**config.mk**
```make
export PLATFORM = sky130hd
export DESIGN_NAME = bus_bridge_tracker
export DESIGN_NICKNAME = d
export VERILOG_FILES = /design/src/rtl/bus_pkg.sv /design/src/rtl/bus_skid_slice.sv /design/src/rtl/bus_bridge_tracker.sv
export SDC_FILE = /design/constraint.sdc
export NUM_CORES = 1
export LEC_CHECK = 0
export CORE_MARGIN = 2
export CORE_UTILIZATION = 29
export DETAILED_ROUTE_END_ITERATION = 10
export PLACE_DENSITY = 0.54
export SYNTH_ARGS = -nofsm -noshare
export SYNTH_HDL_FRONTEND = slang
export SYNTH_SLANG_ARGS = --single-unit
```
**constraint.sdc**
```tcl
create_clock -name clk -period 8.7 [get_ports clk]
set_clock_uncertainty 0.15 [all_clocks]
set_input_delay 1.74 -clock clk [delete_from_list [all_inputs] [get_ports clk]]
set_output_delay 1.74 -clock clk [all_outputs]
set_load 0.03 [all_outputs]
```
**src/rtl/bus_pkg.sv**
```systemverilog
// Shared widths, request bundle and counter-width helper for the bus bridge.
package bus_pkg;

    localparam int unsigned BUS_ADDR_W    = 32;
    localparam int unsigned BUS_DATA_W    = 32;
    localparam int unsigned BUS_ID_W      = 4;
    localparam int unsigned BUS_MAX_OUTST = 8;
    localparam int unsigned BUS_TIMEOUT   = 1024;

    typedef struct packed {
        logic [BUS_ADDR_W-1:0] addr;
        logic                  write;
        logic [BUS_ID_W-1:0]   id;
    } bus_req_t;

    function automatic int unsigned cnt_width(input int unsigned max_outst);
        return $clog2(max_outst + 1);
    endfunction

endpackage

```
**src/rtl/bus_skid_slice.sv**
```systemverilog
// Two-entry valid/ready register slice: main output register plus skid entry.
module bus_skid_slice #(
    parameter int unsigned WIDTH = 8
) (
    input  logic             clk,
    input  logic             rst,
    input  logic             in_valid_i,
    output logic             in_ready_o,
    input  logic [WIDTH-1:0] in_data_i,
    output logic             out_valid_o,
    input  logic             out_ready_i,
    output logic [WIDTH-1:0] out_data_o
);

    logic             main_v_q, main_v_d;
    logic             skid_v_q, skid_v_d;
    logic [WIDTH-1:0] main_q, main_d;
    logic [WIDTH-1:0] skid_q, skid_d;

    // Ready comes straight from a register so the master path stays short.
    assign in_ready_o  = !skid_v_q;
    assign out_valid_o = main_v_q;
    assign out_data_o  = main_q;

    always_comb begin
        main_v_d = main_v_q;
        main_d   = main_q;
        skid_v_d = skid_v_q;
        skid_d   = skid_q;
        if (out_ready_i || !main_v_q) begin
            if (skid_v_q) begin
                main_v_d = 1'b1;
                main_d   = skid_q;
                skid_v_d = 1'b0;
            end else begin
                main_v_d = in_valid_i;
                if (in_valid_i) begin
                    main_d = in_data_i;
                end
            end
        end else if (in_valid_i && !skid_v_q) begin
            skid_v_d = 1'b1;
            skid_d   = in_data_i;
        end
    end

    always_ff @(posedge clk) begin
        if (rst) begin
            main_v_q <= 1'b0;
            skid_v_q <= 1'b0;
            main_q   <= '0;
            skid_q   <= '0;
        end else begin
            main_v_q <= main_v_d;
            skid_v_q <= skid_v_d;
            main_q   <= main_d;
            skid_q   <= skid_d;
        end
    end

endmodule

```
**src/rtl/bus_bridge_tracker.sv**
```systemverilog
// Registered master/slave bridge with per-ID outstanding tracking, write-data
// ordering, unexpected-response dropping and a response watchdog.
module bus_bridge_tracker
    import bus_pkg::*;
#(
    parameter int unsigned ADDR_WIDTH     = BUS_ADDR_W,
    parameter int unsigned DATA_WIDTH     = BUS_DATA_W,
    parameter int unsigned ID_WIDTH       = BUS_ID_W,
    parameter int unsigned MAX_OUTST      = BUS_MAX_OUTST,
    parameter int unsigned TIMEOUT_CYCLES = BUS_TIMEOUT
) (
    input  logic                              clk,
    input  logic                              rst,
    input  logic                              m_req_valid_i,
    input  logic [ADDR_WIDTH-1:0]             m_req_addr_i,
    input  logic                              m_req_write_i,
    input  logic [ID_WIDTH-1:0]               m_req_id_i,
    output logic                              m_req_ready_o,
    input  logic                              m_data_valid_i,
    input  logic [DATA_WIDTH-1:0]             m_data_i,
    input  logic [DATA_WIDTH/8-1:0]           m_data_strb_i,
    output logic                              m_data_ready_o,
    output logic                              m_resp_valid_o,
    output logic [DATA_WIDTH-1:0]             m_resp_data_o,
    output logic [ID_WIDTH-1:0]               m_resp_id_o,
    output logic                              m_resp_error_o,
    input  logic                              m_resp_ready_i,
    output logic                              s_req_valid_o,
    output logic [ADDR_WIDTH-1:0]             s_req_addr_o,
    output logic                              s_req_write_o,
    output logic [ID_WIDTH-1:0]               s_req_id_o,
    input  logic                              s_req_ready_i,
    output logic                              s_data_valid_o,
    output logic [DATA_WIDTH-1:0]             s_data_o,
    output logic [DATA_WIDTH/8-1:0]           s_data_strb_o,
    input  logic                              s_data_ready_i,
    input  logic                              s_resp_valid_i,
    input  logic [DATA_WIDTH-1:0]             s_resp_data_i,
    input  logic [ID_WIDTH-1:0]               s_resp_id_i,
    input  logic                              s_resp_error_i,
    output logic                              s_resp_ready_o,
    output logic [cnt_width(MAX_OUTST)-1:0]   outst_cnt_o,
    output logic                              err_unexp_id_o,
    output logic                              timeout_o,
    input  logic                              clr_status_i
);

    localparam int unsigned CW  = cnt_width(MAX_OUTST);
    localparam int          NID = 1 << ID_WIDTH;
    localparam int unsigned WDW = $clog2(TIMEOUT_CYCLES);
    localparam logic [CW-1:0]  MAX_C  = CW'(MAX_OUTST);
    localparam logic [WDW-1:0] WD_MAX = WDW'(TIMEOUT_CYCLES - 1);

    typedef struct packed {
        logic [ADDR_WIDTH-1:0] addr;
        logic                  write;
        logic [ID_WIDTH-1:0]   id;
    } req_t;

    req_t           m_req, s_req;
    logic           slice_in_ready, slice_in_valid, room;
    logic           req_hs, resp_hs, resp_exp, resp_drop;
    logic           sreq_wr_hs, sdata_hs, cred_ok;
    logic [NID-1:0] id_inc, id_dec;

    logic [CW-1:0]  outst_q, outst_d;
    logic [CW-1:0]  credit_q, credit_d;
    logic [CW-1:0]  id_cnt_q [NID];
    logic [CW-1:0]  id_cnt_d [NID];
    logic [WDW-1:0] wd_q, wd_d;
    logic           timeout_q, timeout_d;
    logic           err_q, err_d;

    assign m_req = '{addr: m_req_addr_i, write: m_req_write_i, id: m_req_id_i};

    assign room           = outst_q < MAX_C;
    assign slice_in_valid = m_req_valid_i && room;
    assign m_req_ready_o  = slice_in_ready && room;
    assign req_hs         = m_req_valid_i && m_req_ready_o;

    bus_skid_slice #(
        .WIDTH($bits(req_t))
    ) u_req_slice (
        .clk         (clk),
        .rst         (rst),
        .in_valid_i  (slice_in_valid),
        .in_ready_o  (slice_in_ready),
        .in_data_i   (m_req),
        .out_valid_o (s_req_valid_o),
        .out_ready_i (s_req_ready_i),
        .out_data_o  (s_req)
    );

    assign s_req_addr_o  = s_req.addr;
    assign s_req_write_o = s_req.write;
    assign s_req_id_o    = s_req.id;

    // Data may only follow a write request that already reached the slave.
    assign cred_ok        = credit_q != '0;
    assign s_data_valid_o = m_data_valid_i && cred_ok;
    assign m_data_ready_o = s_data_ready_i && cred_ok;
    assign s_data_o       = m_data_i;
    assign s_data_strb_o  = m_data_strb_i;
    assign sdata_hs       = s_data_valid_o && s_data_ready_i;
    assign sreq_wr_hs     = s_req_valid_o && s_req_ready_i && s_req_write_o;

    assign resp_exp       = id_cnt_q[s_resp_id_i] != '0;
    assign resp_drop      = s_resp_valid_i && !resp_exp;
    assign m_resp_valid_o = s_resp_valid_i && resp_exp;
    assign s_resp_ready_o = resp_exp ? m_resp_ready_i : s_resp_valid_i;
    assign m_resp_data_o  = s_resp_data_i;
    assign m_resp_id_o    = s_resp_id_i;
    assign m_resp_error_o = s_resp_error_i;
    assign resp_hs        = m_resp_valid_o && m_resp_ready_i;

    assign id_inc = req_hs  ? (NID'(1) << m_req_id_i)  : '0;
    assign id_dec = resp_hs ? (NID'(1) << s_resp_id_i) : '0;

    assign outst_cnt_o    = outst_q;
    assign err_unexp_id_o = err_q;
    assign timeout_o      = timeout_q;

    always_comb begin
        outst_d = outst_q;
        if (req_hs && !resp_hs) begin
            outst_d = outst_q + CW'(1);
        end else if (!req_hs && resp_hs) begin
            outst_d = outst_q - CW'(1);
        end

        for (int i = 0; i < NID; i++) begin
            id_cnt_d[i] = id_cnt_q[i];
            unique case ({id_inc[i], id_dec[i]})
                2'b10:   id_cnt_d[i] = id_cnt_q[i] + CW'(1);
                2'b01:   id_cnt_d[i] = id_cnt_q[i] - CW'(1);
                default: id_cnt_d[i] = id_cnt_q[i];
            endcase
        end

        credit_d = credit_q;
        if (sreq_wr_hs && !sdata_hs && credit_q != MAX_C) begin
            credit_d = credit_q + CW'(1);
        end else if (!sreq_wr_hs && sdata_hs) begin
            credit_d = credit_q - CW'(1);
        end

        wd_d = wd_q;
        if (outst_q == '0 || resp_hs || clr_status_i) begin
            wd_d = '0;
        end else if (wd_q != WD_MAX) begin
            wd_d = wd_q + WDW'(1);
        end

        // Flag sets on the edge where the count reaches its terminal value.
        timeout_d = timeout_q;
        if (clr_status_i) begin
            timeout_d = 1'b0;
        end else if (wd_d == WD_MAX) begin
            timeout_d = 1'b1;
        end

        err_d = resp_drop;
    end

    always_ff @(posedge clk) begin
        if (rst) begin
            outst_q   <= '0;
            credit_q  <= '0;
            wd_q      <= '0;
            timeout_q <= 1'b0;
            err_q     <= 1'b0;
            for (int i = 0; i < NID; i++) begin
                id_cnt_q[i] <= '0;
            end
        end else begin
            outst_q   <= outst_d;
            credit_q  <= credit_d;
            wd_q      <= wd_d;
            timeout_q <= timeout_d;
            err_q     <= err_d;
            id_cnt_q  <= id_cnt_d;
        end
    end

endmodule
```
==> metrics, run 1 <==
worst vdd ir 0.000133 V; largest area contributor in the synthesized netlist dfxtp_1; synthesis-to-finish area growth 15.6%; Yosys reg bits 160; total CTS buffers 17; Post-synth top cells dfxtp_1, nor2_1, nand2_1; setup TNS 0 ns; critical path peak fanout 16; CP Capture Type output pin; FF-to-FF Start id_cnt_q[52]; ys flop type dfxtp_1; Synth area leaders dfxtp_1, ha_1, mux2i_1, buf_4, a21oi_1; clk root buf clkbuf_16; outcome finished clean; Post-synth EDFFs 0; WP data arrival 4.49 ns; met2 wire length 9560 um; top-count cell post-synth dfxtp_1; worst hold path class reg2reg; part of the power in registers 40.4%; ys async rst share 0%; highest routing layer actually used met4; Pint 1.42 mW; Yosys cell types 53; die area 0.0328 mm^2; fin. max-slew vios 0; Slew @ Worst Pin 1.04 ns; grt ovf 0; syn_nets 1247; Max clock buf depth 2; startpoint types input pin; Psw 686 uW; Crit-path slowest cell clkdlybuf4s50_1; vias in the first global route 6639; Place WS 2.33 ns; Leak 3.74 nW; maxcap violations 0; worst setup slack after layout 2.32 ns; relative slew slack 29.7%; PwrDens 201 mW/mm^2; DRC viols 0; clock slew at reported path FFs 0.07 ns; Synth top area share 35.3%; Final Hold Vio Count 0; detailed-route wire length per cell 13.9 um; Tcrit/Tclk final 73.3%; boundary pin count 241; RD Place Congestion 0.797; post-synthesis sequential area ratio 35.3%; Syn Std Cell Area 0.00909 mm^2; final setup fails 0; vias per cell 4.81; iteration-0 DRC count of the detailed router 359; met1 wire length 10000 um; # resized after CTS 0; Mapped Cells 1072; CTS H-Tree Depth 4; Post-CTS Hold Fix Bufs 0; IO Port Bufs 102; CTS tree built; CP cell instances clkdlybuf4s50_1 > nand2b_1 > nand2b_1 > a2111oi_4 > nor3_1 > nor2_1 > mux2_1 > clkdlybuf4s50_1; layout cell share with drive strength beyond 1 4.94%; Skew-Pair Late Insertion Delay 0.43 ns; first-pass GRT wire length 33900 um; Avg Cell Area, Syn 8.48 um^2; clk sinks 160; die width 181 um; DRT Pass-1 Iters 6; Starting Density 29.5%; GRT Util Overall 12.7%; die height 181 um; core box area 0.0307 mm^2; critical path's largest stage delay 0.67 ns; critical path required time 6.81 ns; met3 WL 690 um; placement row count 64; Final min period 6.38 ns; initial antenna violation count 1; RSZ-0062 raised after global routing no; final net count 1255; DRT antenna net count 0; post-CTS setup repair buffer count 0; Yosys warning total 0; DP Wirelength 14400 um; CP Launch Point s_resp_id_i[0]; crit path kind in2out; Fmax achieved 0.157 GHz; routed via count 7163; Worst Min Path Start u_req_slice.skid_q[20]; largest net degree at the start of global routing 79; Routed WL 20700 um; Clock power frac 35.4%; Switching Share 32.5%; Comb pwr share 24.2%
## power by group through the flow
stage          Combinational, mW  Clock [mW]  Sequential (mW)
2_1_floorplan              0.284           0            0.961
3_3_place_gp               0.514           0            0.868
3_5_place_dp               0.515           0            0.870
4_1_cts                    0.517       0.772            0.854
5_1_grt                    0.557       0.799            0.864
6_report                   0.511       0.746            0.852
## sequential cells by signal, summed over array words and instances (netlist names)
signal / cells
u_req_slice.skid_v_q: 1
u_req_slice.out_valid_o: 1
err_unexp_id_o: 1
credit_q: 4
id_cnt_q: 64
wd_q: 10
outst_cnt_o: 4
u_req_slice.skid_q: 37
timeout_o: 1
u_req_slice.out_data_o: 37
## layout make-up
class	count	area, um^2
timing repair buffer	107	1060
sequential	160	3200
fill	3210	20200
multi-input combinational	790	5140
tap	396	495
inverter	4	15.0
antenna	1	2.50
clock buffer	18	439
clock inverter	14	149
## placed cells by master (no fill, tap or decap), drive strengths merged, types with 6 or more instances in the layout
cell type        n
or3             23
nand3b          11
nand3            9
dfxtp          160
nor2b           24
nand2b           8
nand2          112
xnor2           16
a31oi            6
clkdlybuf4s50  101
xor2            55
inv             10
buf              6
clkbuf          18
o21ai           45
ha              54
nor3            22
a21oi           99
nor2           131
mux2i           58
a211oi          38
nor4            16
nor4bb          16
o21a             9
## path summary, 6_finish.rpt
kind	to	slack [ns]	depth (start not counted)
worst min-delay path	u_req_slice.skid_q[20]	0.31	2
worst max register to register	outst_cnt_o[3]	5.12	14
worst max-delay path	s_resp_ready_o	2.32	8
worst min register to register	u_req_slice.skid_q[20]	0.31	2
## metrics by stage
step                hold WS, ns  utilization [%]  std cells  power [mW]  area [um^2]
floorplan                 0.286                -       1072        1.24         9090
global placement          0.291             32.2       1457        1.38         9910
detailed placement        0.297             32.2       1457        1.39         9910
CTS                       0.307             34.1       1489        2.14        10500
global route              0.326             34.1       1490        2.22        10500
finish                    0.306             34.1       1490        2.11        10500
## logic make-up (layout without fill, tap and decap cells)
group | count (synthesis) | in the layout | share of synthesized area [%]
adders and majority gates | 56 | 56 | 7.88
other | 0 | 1 | 0
and+or+nand+nor | 387 | 387 | 20.9
DFF | 160 | 160 | 35.3
AOI/OAI and AO/OA | 217 | 217 | 14.3
buffers and inverters | 122 | 143 | 8.30
muxes | 59 | 59 | 6.51
xor gates and xnor gates | 71 | 71 | 6.84
## layer usage
metal | track usage [%] | up-vias
met5 | 0 | -
met4 | 4.91 | 0
met3 | 2.62 | 25
met2 | 21.1 | 98
met1 | 16.1 | 3342
li1 | - | 3698
## worst max-delay path: cells and delay by family
kind	cells	cell delay [ns]
AND/OR/NAND/NOR	4	0.80
AO/OA/AOI/OAI	1	0.36
buffers and inverters	2	1.27
multiplexers	1	0.33
No activity file was read; power rests on OpenSTA's default activity.
==> inputs of run 2 (changes only) <==
==> constraint.sdc (replaced) <==
create_clock -name clk -period 5.9 [get_ports clk]
set_clock_uncertainty 0.15 [all_clocks]
set_input_delay 1.18 -clock clk [delete_from_list [all_inputs] [get_ports clk]]
set_output_delay 1.18 -clock clk [all_outputs]
set_load 0.03 [all_outputs]
==> run 2 against run 1 <==
  * Non-clock buffer count rose by 1
  * Clock-buffer cell count rose by 4
  * Sequential power rose by 48%
  * Sequential share of layout area fell by 0.16 points
  * Worst hold slack got worse by 0.0032 ns
  * Utilization rose by 0.17 points
  * Critical endpoint unchanged
==> metrics, run 2 (same netlist as run 1, synthesis figures left out) <==
clk sinks 160; CP cell instances clkdlybuf4s50_1 > nand2b_1 > nand2b_1 > a2111oi_4 > nor3_1 > nor2_1 > mux2_1 > clkdlybuf4s50_1; PwrDens 302 mW/mm^2; DP Wirelength 14300 um; Tcrit/Tclk final 88.4%; RSZ-0062 raised after global routing no; CP Buf/Inv Count 2; Fmax achieved 0.192 GHz; ant diodes 0; maxcap violations 0; total CTS buffers 17; setup TNS 0 ns; layout cell share with drive strength beyond 1 4.84%; initial antenna violation count 0; synthesis-to-finish area growth 16.2%; WHS Path Cells 2; DRT Pass-1 Iters 4; Largest Register id_cnt_q; Routed WL 20500 um; met2 wire length 9860 um; relative slew slack 33.2%; critical path's largest stage delay 0.75 ns; CTS H-Tree Depth 4; Final Instance Area 0.0106 mm^2; WP data arrival 3.88 ns; crit path kind in2out; vias in the first global route 6724; routed via count 7189; Leak 3.77 nW; CTS tree built; placement row count 64; critical path peak fanout 16; Worst Min Path Start u_req_slice.skid_q[28]; Final min period 5.21 ns; met1 wire length 9530 um; die area 0.0328 mm^2; final net count 1256; Starting Density 29.5%; Place WS 0.669 ns; IO Port Bufs 102; Max clock buf depth 2; GRT Util Overall 12.8%; clk root buf clkbuf_16; R2R Path End outst_cnt_o[3]; clock slew at reported path FFs 0.06 ns; grt ovf 0; Final Hold Vio Count 0; Hold EP u_req_slice.skid_q[28]; detailed-route wire length per cell 13.8 um; # resized after CTS 0; Slew @ Worst Pin 0.991 ns; commonest non-fill, non-tap cells in the layout dfxtp_1, nor2_1, nand2_1, clkdlybuf4s50_1, a21oi_1; dpl cell area 0.00993 mm^2; Post-CTS Hold Fix Bufs 0; final setup fails 0; die width 181 um; vias per cell 4.82; CP Capture Type output pin; worst hold path class reg2reg; most common cell after layout, fill and taps aside dfxtp_1; iteration-0 DRC count of the detailed router 328; startpoint types input pin; worst setup slack after layout 0.685 ns; Crit-path slowest cell clkdlybuf4s50_1; worst vdd ir 0.000200 V; worst-case reg-to-reg path depth 14; met3 WL 773 um; max reg flops 64; fin util 34.3%; outcome finished clean; first-pass GRT wire length 34100 um; highest routing layer actually used met4; FF-to-FF Start id_cnt_q[52]; die height 181 um; cell family with most CP delay buffers and inverters; worst reg2reg setup slack 2.26 ns; boundary pin count 241; core box area 0.0307 mm^2; largest net degree at the start of global routing 124; RD Place Congestion 0.789; fin. max-slew vios 0; fillers 3195; Skew-Pair Late Insertion Delay 0.43 ns; DRC viols 0; post-CTS setup repair buffer count 0; critical path required time 4.57 ns; DRT antenna net count 0; CP Launch Point s_resp_id_i[1]
## run 2: cell types whose count changed in the layout (fill, tap and decap cells not counted), sizes merged
| cell | before | now |
|---|---|---|
| inv | 10 | 6 |
| buf | 6 | 7 |
| clkinvlp | 3 | 1 |
| bufinv | 1 | 3 |
| clkbuf | 18 | 22 |
| diode | 1 | 0 |
## run 2: tightest hold or removal path: stages, from the launching register on
cell and delay, ns:
dfxtp_1 0.31, nand2_1 0.05, a21oi_1 0.05
## run 2: how the worst max path moves through the flow
stage,to,cells after the start
after floorplan,outst_cnt_o[3],15
after global placement,s_resp_ready_o,8
after detailed placement,s_resp_ready_o,8
after CTS,s_resp_ready_o,8
after global routing,s_resp_ready_o,8
final,s_resp_ready_o,8
## run 2: through the flow
stage / power, mW / hold WS [ns] / std cells
2_1_floorplan: 1.83 / 0.286 / 1072
3_3_place_gp: 2.04 / 0.291 / 1458
3_5_place_dp: 2.05 / 0.297 / 1458
4_1_cts: 3.24 / 0.306 / 1490
5_1_grt: 3.36 / 0.321 / 1490
6_report: 3.19 / 0.302 / 1490
## run 2: layout make-up
class	count	area [um^2]	share of cell area (%)
inverters	4	15.0	0.142
multi-input cells	790	5140	48.7
flip-flops and latches	160	3200	30.4
clock buffers	22	474	4.49
well taps	396	495	4.69
clock inverters	10	150	1.42
repair buffers	108	1080	10.2
## run 2: routing by layer
layer,global-route usage (%),up-vias
met5,0,-
met1,16.0,3358
met4,4.94,0
li1,-,3699
met2,21.8,100
met3,2.40,32
## run 2: report_power, final
group	internal, mW	total, mW	leakage [nW]	switching, mW
clock	0.706	1.17	0.302	0.467
combinational	0.315	0.760	2.17	0.445
sequential	1.18	1.26	1.30	0.0790
==> inputs of run 3 (changes only) <==
--- a/config.mk
+++ b/config.mk
@@ -5,6 +5,7 @@
 export SDC_FILE = /design/constraint.sdc
 export NUM_CORES = 1
 export LEC_CHECK = 0
+export CAP_MARGIN = 10
 export CORE_MARGIN = 2
 export CORE_UTILIZATION = 29
 export DETAILED_ROUTE_END_ITERATION = 10
==> results of run 3 <==
Same layout as run 2: the final DEF is identical, and so are final timing and power.
